--- src/rtl/pc_seq.sv ---
// Fetch program-counter sequencer: load, stall, delayed branch/jump resolution and restartable halt.
// pc_out is driven straight from the PC register; all control is resolved one edge ahead.
module pc_seq #(
   parameter int              AW          = 32,
   parameter int              RESOLVE_LAT = 1,
   parameter logic [AW-1:0]   RESET_PC    = '0
) (
   input  logic          clk,
   input  logic          rstd,
   input  logic          stall,
   input  logic          load_en,
   input  logic [31:0]   load_addr,
   input  logic          jump_det,
   input  logic [5:0]    op,
   input  logic [31:0]   os,
   input  logic [31:0]   ot,
   input  logic [31:0]   imm_dpl,
   input  logic [AW-1:0] pc_in,
   input  logic          restart,
   output logic [AW-1:0] pc_out,
   output logic          halted,
   output logic          resolving,
   output logic          taken
);

   typedef enum logic [1:0] {
      S_RUN  = 2'd0,
      S_WAIT = 2'd1,
      S_HALT = 2'd2
   } state_t;

   localparam logic [5:0]    OP_BEQ  = 6'd32;
   localparam logic [5:0]    OP_BNE  = 6'd33;
   localparam logic [5:0]    OP_BLT  = 6'd34;
   localparam logic [5:0]    OP_BLE  = 6'd35;
   localparam logic [5:0]    OP_JR   = 6'd42;
   localparam logic [5:0]    OP_HALT = 6'd63;
   localparam logic [1:0]    LAT_CNT = 2'(RESOLVE_LAT);
   localparam logic [AW-1:0] PC_ONE  = {{(AW-1){1'b0}}, 1'b1};

   state_t        state_q, state_d;
   logic [AW-1:0] pc_q, pc_d;
   logic [1:0]    cnt_q, cnt_d;
   logic          taken_q, taken_d;

   logic [31:0]   load_word;
   logic [31:0]   imm_word;
   logic [AW-1:0] load_pc;
   logic [AW-1:0] pc_inc;
   logic [AW-1:0] nonbranch;
   logic [AW-1:0] branch;
   logic [AW-1:0] npc;
   logic          unused_bits;

   // Byte addresses and displacements become word quantities before truncation to AW.
   assign load_word = {2'b00, load_addr[31:2]};
   assign imm_word  = 32'($signed(imm_dpl) >>> 2);
   assign load_pc   = load_word[AW-1:0];
   assign pc_inc    = pc_q + PC_ONE;
   assign nonbranch = pc_in + PC_ONE;
   assign branch    = nonbranch + imm_word[AW-1:0];
   assign unused_bits = ^{load_word, imm_word, os};

   always_comb begin
      npc = nonbranch;
      case (op)
         OP_BEQ:  if (os == ot) npc = branch;
         OP_BNE:  if (os != ot) npc = branch;
         OP_BLT:  if (os <  ot) npc = branch;
         OP_BLE:  if (os <= ot) npc = branch;
         OP_JR:   npc = os[AW-1:0];
         default: npc = nonbranch;
      endcase
   end

   always_comb begin
      state_d = state_q;
      pc_d    = pc_q;
      cnt_d   = cnt_q;
      taken_d = 1'b0;
      case (state_q)
         S_RUN: begin
            if (load_en) begin
               pc_d = load_pc;
            end else if (!stall) begin
               if (op == OP_HALT && !jump_det) begin
                  pc_d    = pc_in;
                  state_d = S_HALT;
               end else begin
                  pc_d = pc_inc;
                  if (jump_det) begin
                     state_d = S_WAIT;
                     cnt_d   = LAT_CNT;
                  end
               end
            end
         end
         S_WAIT: begin
            // A load aborts the pending resolve outright.
            if (load_en) begin
               pc_d    = load_pc;
               cnt_d   = 2'd0;
               state_d = S_RUN;
            end else if (!stall) begin
               if (cnt_q <= 2'd1) begin
                  pc_d    = npc;
                  cnt_d   = 2'd0;
                  state_d = S_RUN;
                  taken_d = (npc != nonbranch);
               end else begin
                  cnt_d = cnt_q - 2'd1;
               end
            end
         end
         S_HALT: begin
            if (load_en) begin
               pc_d    = load_pc;
               state_d = S_RUN;
            end else if (restart) begin
               pc_d    = pc_inc;
               state_d = S_RUN;
            end
         end
         default: begin
            state_d = S_RUN;
            cnt_d   = 2'd0;
         end
      endcase
   end

   always_ff @(posedge clk or negedge rstd) begin
      if (!rstd) begin
         state_q <= S_RUN;
         pc_q    <= RESET_PC;
         cnt_q   <= 2'd0;
         taken_q <= 1'b0;
      end else begin
         state_q <= state_d;
         pc_q    <= pc_d;
         cnt_q   <= cnt_d;
         taken_q <= taken_d;
      end
   end

   // The 2-bit countdown only covers latencies 1..3.
   always @(posedge clk) begin
      assert (RESOLVE_LAT >= 1 && RESOLVE_LAT <= 3)
         else $error("pc_seq: RESOLVE_LAT=%0d outside 1..3", RESOLVE_LAT);
   end

   assign pc_out    = pc_q;
   assign halted    = (state_q == S_HALT);
   assign resolving = (state_q == S_WAIT);
   assign taken     = taken_q;

endmodule

--- config.mk ---
export PLATFORM = sky130hd
export DESIGN_NAME = pc_seq
export DESIGN_NICKNAME = d
export VERILOG_FILES = /design/src/rtl/pc_seq.sv
export SDC_FILE = /design/constraint.sdc
export NUM_CORES = 1
export LEC_CHECK = 0
export BUFFER_PORTS_ARGS = -buffer_cell sky130_fd_sc_hd__buf_2
export CAP_MARGIN = 40
export CORE_MARGIN = 1.5
export CORE_UTILIZATION = 56
export DETAILED_ROUTE_END_ITERATION = 7
export GPL_TIMING_DRIVEN = 0
export PLACE_DENSITY = 0.84
export SLEW_MARGIN = 20
export SYNTH_ARGS = -nofsm -noshare
export SYNTH_HDL_FRONTEND = slang
export SYNTH_SLANG_ARGS = --single-unit
--- constraint.sdc ---
create_clock -name clk -period 2.9 [get_ports clk]
set_input_delay 0.29 -clock clk [delete_from_list [all_inputs] [get_ports clk]]
set_output_delay 0.29 -clock clk [all_outputs]
set_load 0.05 [all_outputs]
==> results of run 1 <==
==> metal layers <==
| layer | GRT usage | overflow |
|---|---|---|
| met5 | 0.458 | 0 |
| met4 | 0.995 | 130 |
| met3 | 0.771 | 8 |
| met1 | 0.849 | 11 |
| met2 | 1.04 | 215 |
==> logic make-up after synthesis <==
group / synth area share
and+or+nand+nor: 0.264
DFF: 0.114
xor gates and xnor gates: 0.0980
muxes: 0.0154
buffers and inverters: 0.0600
AOI/OAI and AO/OA: 0.332
adders and majority gates: 0.116
==> metrics by stage <==
| stage | worst slack, ns | utilization |
|---|---|---|
| 2_1_floorplan | -1.19 | - |
| 3_5_place_dp | -2.25 | 0.707 |
| 4_1_cts | -1.39 | 0.891 |
| 3_3_place_gp | -2.24 | 0.705 |
==> timing repair <==
item,CTS
endpoints found under the setup margin,33
buffers inserted,93
gates resized for setup,331
endpoints found under the hold margin,7
pin swaps,122
hold buffers,1
gates cloned,1
==> run_results.csv, run 1 <==
group,metric,value,unit
status,lastStage,"global routing",
floorplanning,die_h,124,um
logic_synthesis,netlist_area,8130,um2
logic_synthesis,synthArstFlopShare,1.00,
logic_synthesis,syn_avg_cell_area,6.91,um2
floorplanning,pin_count,207,
logic_synthesis,synth.area.top_cells,"dfrtp_1 (11%), ha_1 (11%), nand2_1 (6.4%)",
sta,crit_endpoint,"taken$_DFF_PN0_/D",
placement,numPortBuffers,201,
cts,cts_buffers,5,
logic_synthesis,syn_inst,1177,
logic_synthesis,synthFlopType,"dfrtp_1",
cts,clock-root-buffer,"clkbuf_16",
placement,place_area,9930,um2
global_routing,grtUsageTotal,0.895,
placement,dp.cells,1559,
cts,cts_buffer_depth,2,
global_routing,gr-total-overflow,364,
logic_synthesis,ys_seq_area_frac,0.114,
logic_synthesis,synth_edf_count,0,
logic_synthesis,synth-seq-cells,37,
cts,cts.sinks,37,
sta,worst-ep-kind,"sequential cell input",
status,status,"did not finish",
logic_synthesis,yosysMostFrequentCell,"nand2_1",
floorplanning,initial_core_util,0.579,
cts,cts.htree.levels,2,
placement,dp_hpwl,27000,um
logic_synthesis,yosys_warnings,0,
logic_synthesis,synth_top_cell_by_area,"dfrtp_1",
status,first-error,"[ERROR GRT-0232] Routing congestion too high. Check the congestion heatmap in the GUI.",
floorplanning,die_x,124,um
global_routing,grt_max_degree,31,
logic_synthesis,ys_types,80,
logic_synthesis,syn-num-nets,1424,
placement,routabilityCongestion,1.04,
logic_synthesis,synthTopCellsByCount,"nand2_1 (139), nor2_1 (97), o21ai_0 (93)",
floorplanning,std_cell_rows,43,
logic_synthesis,synth.top_cell.area_share,0.114,
==> run 2, diff against run 1 <==
--- a/config.mk
+++ b/config.mk
@@ -8,10 +8,10 @@
 export BUFFER_PORTS_ARGS = -buffer_cell sky130_fd_sc_hd__buf_2
 export CAP_MARGIN = 40
 export CORE_MARGIN = 1.5
-export CORE_UTILIZATION = 56
+export CORE_UTILIZATION = 40
 export DETAILED_ROUTE_END_ITERATION = 7
 export GPL_TIMING_DRIVEN = 0
-export PLACE_DENSITY = 0.84
+export PLACE_DENSITY_LB_ADDON = 0.15
 export SLEW_MARGIN = 20
 export SYNTH_ARGS = -nofsm -noshare
 export SYNTH_HDL_FRONTEND = slang
==> run_results.csv, run 2 <==
group,metric,value,unit
status,violations,"setup timing",
pwr,clkPwrFrac,0.085,
global_routing,grt-busiest-layer,"met2",
status,status,"finished, violations left",
logic_synthesis,synth.top_cell.area_share,0.114,
worst_hold_path,hold_path_class,"input port to register",
floorplanning,core-area,19700,um2
critical_path,r2r_slack,-0.33,ns
global_routing,first_global_vias,10200,
worst_hold_path,worstHoldEndpoint,"pc_out[28]",
critical_path,cpLargestDelayFamily,"simple AND/OR/NAND/NOR gates",
sta,max_freq,229,MHz
sta,rsz0062_at_grt,"true",
logic_synthesis,syn_avg_cell_area,6.91,um2
global_routing,grt_pass1_wl,57600,um
routing,antenna_left,0,
global_routing,grt_max_degree,31,
worst_hold_path,hold_depth,3,
layout,area_delta_synth_final,59.9,%
critical_path,r2r-start,"pc_out[0]",
critical_path,slowest_stage,"or4_4",
cts,clk_latency,0.29,ns
cts,cts.sinks,37,
critical_path,worstSetupEndpointType,"register",
cts,cts_buffers,5,
floorplanning,die_h,146,um
floorplanning,std_cell_rows,51,
routing,vias_per_cell,6.24,
sta,hold_viol_final,0,
critical_path,timing.rr.end,"pc_out[30]",
pwr,internal_power,2.74,mW
routing,drt-total-wl,38900,um
logic_synthesis,synth_compound_area_frac,0.332,
pwr,share_comb_of_total_power,0.739,
pwr,seq_power_share,0.176,
layout,antenna_cells,0,
logic_synthesis,yosys_warnings,0,
cts,cts.htree.levels,2,
logic_synthesis,synthAdderAreaFrac,0.116,
logic_synthesis,muxShareOfSynthArea,0.0154,
logic_synthesis,syn_inst,1177,
logic_synthesis,syn-num-nets,1424,
critical_path,cp_data_arrival_time,4.54,ns
sta,finalMaxSlewViolations,0,
logic_synthesis,ys_types,80,
placement,dp_hpwl,29100,um
critical_path,crit_fanout,4,
sta,setup_viol_count_final,31,
routing,drt-wirelength-per-cell,22.1,um
sta,fin_crit_sh,1.50,
critical_path,critical_path_class,"input port to register",
logic_synthesis,synth_simple_gate_area_share,0.264,
floorplanning,dieArea,21200,um2
critical_path,cpPeakStageDelay,0.55,ns
pwr,ir_drop,0.267,mV
logic_synthesis,netlist_area,8130,um2
logic_synthesis,synth_top_family_by_area,"compound AO/OA/AOI/OAI gates",
sta,period_needed,4.36,ns
sta,skew,0.00546,ns
logic_synthesis,synth-seq-cells,37,
pwr,p_switching,3.62,mW
logic_synthesis,synthTopCellsByCount,"nand2_1 (139), nor2_1 (97), o21ai_0 (93)",
global_routing,grt_util_met3,0.0533,
placement,routabilityCongestion,0.974,
pwr,p_per_area,489,nW/um2
critical_path,crit_top_cell,"nor4_4",
logic_synthesis,yosys.area_share.xor_xnor,0.0980,
layout,final_cell_mix,"buf_2 (179), nand2_1 (126), buf_4 (96)",
global_routing,use_met2,0.552,
sta,tns,-16.34,ns
logic_synthesis,synth.area.top_cells,"dfrtp_1 (11%), ha_1 (11%), nand2_1 (6.4%)",
layout,drive_gt1_frac,0.425,
routing,drtIter0Drc,1110,
global_routing,gr-total-overflow,0,
sta,layout_setup_ws,-1.46,ns
cts,cts_tree,"built",
placement,numPortBuffers,201,
routing,route.detailed.drc,0,
critical_path,startpoint_type,"input port",
critical_path,reg2regPathDepth,13,
layout,final_common_cell,"buf_2",
critical_path,path_cells,"buf_8 > nand4_1 > buf_6 > nor4_4 > buf_4 > and2b_2 > nand2_4 > nor2_4 > xor2_4 > ha_4 > a21oi_4 > o221ai_2 > or4_1 > nand4b_1 > a21o_1 > o21ai_1 > or4_4 > nor4_4 > o2111ai_2 > o311a_1",
logic_synthesis,ys_seq_area_frac,0.114,
layout,fin_nets,1736,
sta,slew_headroom,0.431,
pwr,swShare,0.569,
sta,worst_pin_slew,0.853,ns
floorplanning,initial_core_util,0.413,
logic_synthesis,yosysMostFrequentCell,"nand2_1",
global_routing,antenna_found_initial,0,
routing,vias,11000,
logic_synthesis,synthFlopType,"dfrtp_1",
worst_hold_path,worstHoldStart,"load_addr[30]",
critical_path,crit_required,3.07,ns
cts,clk_pin_slew,0.06,ns
logic_synthesis,synth_top_cell_by_area,"dfrtp_1",
logic_synthesis,synth_edf_count,0,
pwr,cellLeakagePower,5.38,nW
global_routing,grtUsageMet1,0.463,
cts,cts_buffer_depth,2,
flow_run,drv_cap,0,
global_routing,grtUsageTotal,0.342,
cts,clock-root-buffer,"clkbuf_16",
sta,holdWs,0.278,ns
routing,firstDrtPassIters,6,
logic_synthesis,synthArstFlopShare,1.00,
floorplanning,pin_count,207,
floorplanning,die_x,146,um
layout,largest_register_ffs,32,
critical_path,critPathBufInv,3,
## run 2: cell counts after synthesis
Identical to the previous run, type by type.
## run 2: worst max-delay path by stage
stage               slack, ns     to      from  depth (start not counted)
finish                  -1.46  taken  pc_in[8]                         20
global route            -1.68  taken  pc_in[8]                         20
CTS                     -1.41  taken  pc_in[5]                         19
detailed placement      -2.28  taken  pc_in[0]                         20
global placement        -2.27  taken  pc_in[0]                         20
floorplan               -1.19  taken  pc_in[0]                         19
## run 2: per-layer routing
layer,vias to the layer above,part of all wire,routed length [um]
met4,0,0.038,1480
li1,4992,-,-
met5,-,0,0
met2,699,0.45,17300
met3,118,0.10,3920
met1,5146,0.42,16100
## run 2: what timing repair did
item | 4_1_cts | 5_1_grt
pin swaps | 89 | 70
endpoints found under the setup margin | 33 | 33
resized for setup | 268 | 134
buffers inserted | 75 | 30
hold buffers | 1 | 0
endpoints found under the hold margin | 7 | 0
## run 2: cell type report
| cell class | count | area [um2] |
|---|---|---|
| Sequential cell | 37 | 926 |
| Tap cell | 265 | 332 |
| Fill cell | 1719 | 6710 |
| Inverter | 69 | 277 |
| Clock inverter | 2 | 10.0 |
| Timing Repair Buffer | 310 | 2080 |
| Buffer | 52 | 279 |
| Clock buffer | 6 | 129 |
| Multi-Input combinational cell | 1014 | 8970 |
## run 2: metrics by stage
step	utilization	total power, mW	setup slack (ns)	instance area (um2)	instances
CTS	0.616	5.98	-1.41	12100	1724
floorplan	-	3.88	-1.19	8670	1177
finish	0.660	6.36	-1.46	13000	1755
global route	0.660	6.69	-1.68	13000	1755
detailed placement	0.509	5.03	-2.28	10000	1645
global placement	0.508	5.01	-2.27	10000	1643
## run 2: cell families after synthesis
| group | Yosys count |
|---|---|
| adder cells (fa/ha/maj) | 75 |
| multiplexers | 12 |
| flip-flops | 37 |
| XOR/XNOR | 91 |
| AO/OA/AOI/OAI | 402 |
| buffers and inverters | 126 |
| AND/OR/NAND/NOR | 434 |
## run 2: power groups by stage
stage | Clock (mW) | Sequential, mW | Combinational [mW]
finish | 0.542 | 1.12 | 4.70
global route | 0.559 | 1.17 | 4.96
CTS | 0.542 | 1.11 | 4.33
detailed placement | 0 | 1.12 | 3.91
global placement | 0 | 1.11 | 3.90
floorplan | 0 | 1.80 | 2.08
## run 2: worst register-to-register path, stage by stage (launching register included)
cell and delay, ns:
dfrtp_1 0.46, ha_1 0.24, nand2_1 0.11, nor3_1 0.26, and4_1 0.23, clkbuf_1 0.24
nand2_1 0.15, nor3_1 0.37, nand3_1 0.17, xnor2_1 0.28, nor2_1 0.07, nor3_1 0.20
a311oi_2 0.07, o31ai_1 0.26
Power figures use the tool's default switching activity.
==> run 3, diff against run 2 <==
--- a/config.mk
+++ b/config.mk
@@ -5,6 +5,7 @@
 export SDC_FILE = /design/constraint.sdc
 export NUM_CORES = 1
 export LEC_CHECK = 0
+export ABC_AREA = 1
 export BUFFER_PORTS_ARGS = -buffer_cell sky130_fd_sc_hd__buf_2
 export CAP_MARGIN = 40
 export CORE_MARGIN = 1.5
==> run_results.csv, run 3 <==
group,metric,value,unit
global_routing,grt_util_met3,0.0457,
logic_synthesis,synthArstFlopShare,1.00,
logic_synthesis,yosysMostFrequentCell,"nand2_1",
cts,clock-root-buffer,"clkbuf_16",
cts,cts_tree,"built",
global_routing,gr-total-overflow,0,
routing,antenna_left,0,
layout,drive_gt1_frac,0.350,
logic_synthesis,synthFlopType,"dfrtp_1",
logic_synthesis,syn_avg_cell_area,5.48,um2
cts,cts_buffer_depth,2,
worst_hold_path,worstHoldEndpoint,"state_q[0]",
cts,clk_latency,0.29,ns
placement,dp_hpwl,33100,um
routing,drtIter0Drc,1186,
cts,cts.sinks,37,
critical_path,crit_required,3.08,ns
routing,vias,12900,
worst_hold_path,worstHoldStart,"jump_det",
floorplanning,pin_count,207,
routing,drt-total-wl,42200,um
status,violations,"setup timing",
global_routing,first_global_vias,11700,
critical_path,reg2regPathDepth,12,
sta,setup_viol_count_final,22,
layout,final_common_cell,"nand2_1",
placement,routabilityCongestion,0.962,
layout,final_cell_mix,"nand2_1 (510), inv_1 (195), buf_2 (189)",
logic_synthesis,ys_types,52,
sta,layout_setup_ws,-0.659,ns
placement,numPortBuffers,201,
global_routing,grt-busiest-layer,"met2",
cts,cts.htree.levels,2,
critical_path,cp_data_arrival_time,3.74,ns
critical_path,critical_path_class,"input port to register",
logic_synthesis,yosys_warnings,0,
placement,place_ws,-1.50,ns
sta,slew_headroom,0.528,
worst_hold_path,hold_depth,3,
floorplanning,die_x,155,um
pwr,cellLeakagePower,6.56,nW
sta,worst_pin_slew,0.708,ns
critical_path,startpoint_type,"input port",
global_routing,use_met2,0.560,
global_routing,grt_max_degree,31,
critical_path,critPathBufInv,3,
routing,firstDrtPassIters,6,
worst_hold_path,hold_path_class,"input port to register",
pwr,ir_drop,0.411,mV
global_routing,grtUsageTotal,0.332,
floorplanning,core-area,22600,um2
logic_synthesis,synth-seq-cells,37,
logic_synthesis,synth.area.top_cells,"nand2_1 (24%), dfrtp_1 (10%), ha_1 (10%)",
sta,holdWs,0.280,ns
pwr,p_per_area,464,nW/um2
sta,finalMaxSlewViolations,0,
sta,hold_viol_final,0,
critical_path,slowest_stage,"ha_4",
layout,antenna_cells,0,
layout,area_delta_synth_final,49.1,%
logic_synthesis,synth_edf_count,0,
routing,route.detailed.drc,0,
floorplanning,die_h,155,um
cts,clk_pin_slew,0.06,ns
routing,drt-wirelength-per-cell,18.6,um
sta,max_freq,281,MHz
sta,rsz0062_at_grt,"true",
status,status,"finished, violations left",
floorplanning,std_cell_rows,55,
sta,fin_crit_sh,1.23,
logic_synthesis,netlist_area,9220,um2
sta,period_needed,3.56,ns
logic_synthesis,ys_seq_area_frac,0.100,
logic_synthesis,syn-num-nets,1930,
layout,largest_register_ffs,32,
logic_synthesis,synthTopCellsByCount,"nand2_1 (582), inv_1 (220), nand3_1 (143)",
floorplanning,initial_core_util,0.407,
logic_synthesis,synth.top_cell.area_share,0.237,
floorplanning,dieArea,24000,um2
flow_run,drv_cap,0,
critical_path,crit_fanout,6,
critical_path,cpLargestDelayFamily,"simple AND/OR/NAND/NOR gates",
critical_path,r2r-start,"pc_out[0]",
critical_path,cpPeakStageDelay,0.27,ns
layout,fill_cells,2173,
critical_path,r2r_slack,0,ns
cts,cts_buffers,5,
global_routing,grt_pass1_wl,62500,um
global_routing,antenna_found_initial,1,
layout,fin_nets,2232,
logic_synthesis,synth_top_cell_by_area,"nand2_1",
critical_path,timing.rr.end,"pc_out[27]",
logic_synthesis,syn_inst,1683,
sta,skew,0.00272,ns
critical_path,worstSetupEndpointType,"register",
routing,vias_per_cell,5.67,
global_routing,grtUsageMet1,0.450,
==> run 3: cell count changes after synthesis, moves of 19 or more <==
cell / before / now
a221oi_1: 22 / 1
and3_1: 21 / 1
inv_1: 69 / 220
nand2_1: 139 / 582
nand3_1: 51 / 143
nand4_1: 15 / 35
nor2_1: 97 / 132
o2111ai_1: 5 / 24
o31ai_1: 34 / 1
xnor2_1: 59 / 12
==> run 3: logic make-up (layout without fill, tap and decap cells) <==
logic type,after synthesis,count (layout),share of synthesized area
adders and majority gates,75,75,0.103
and+or+nand+nor,982,982,0.463
AOI/OAI and AO/OA,254,254,0.161
xor gates and xnor gates,61,61,0.0587
buffers and inverters,274,577,0.115
DFF,37,37,0.100
==> run 3: power breakdown <==
part,switching [mW],internal (mW),total [mW]
registers,0.292,0.761,1.05
logic,3.27,1.52,4.79
clock network,0.224,0.316,0.540
==> run 3: how the worst max path moves through the flow <==
stage,to,slack (ns),cells past startpoint,startpoint
floorplan,taken,-0.17,26,pc_in[0]
finish,taken,-0.66,26,pc_in[0]
global placement,taken,-1.52,24,pc_in[0]
CTS,taken,-0.45,31,pc_in[1]
detailed placement,taken,-1.50,24,pc_in[0]
global route,taken,-0.79,26,pc_in[0]
==> run 3: area by class of cell <==
class / instances / area (um2) / area share
buffer: 50 / 226 / 0.0165
clock buffer: 6 / 129 / 0.00937
clock inverter: 2 / 10.0 / 0.000728
inverter: 224 / 866 / 0.0630
multi-input combinational: 1372 / 9330 / 0.678
sequential: 37 / 926 / 0.0673
tap: 285 / 357 / 0.0259
timing repair buffer: 295 / 1910 / 0.139
==> run 3: repair_timing <==
item	4_1_cts	5_1_grt
hold endpoints to repair	7	0
hold buffers	1	0
pin swaps	88	115
endpoints found under the setup margin	27	33
gates cloned	0	0
buffers inserted	57	35
gates resized for setup	278	248
==> run 3: tightest hold or removal path: cells and delay by family <==
family          cells  cell delay [ns]
buf+inv             1             0.10
simple gates        1             0.06
compound gates      1             0.07
==> run 3: per-layer routing <==
| layer | vias to the layer above | part of all wire |
|---|---|---|
| met5 | - | 0.00031 |
| met4 | 2 | 0.035 |
| met3 | 113 | 0.083 |
| met2 | 648 | 0.46 |
| met1 | 5992 | 0.42 |
| li1 | 6115 | - |
==> run 3: per-stage QoR <==
stage	total power [mW]	instance area [um2]	util	TNS, ns	instances
detailed placement	5.08	10700	0.474	-25.07	2170
CTS	5.92	12500	0.553	-3.97	2236
floorplan	3.86	9360	-	-0.295	1683
global route	6.85	13700	0.607	-9.43	2271
finish	6.38	13700	0.607	-5.98	2271
global placement	5.05	10700	0.474	-25.09	2169
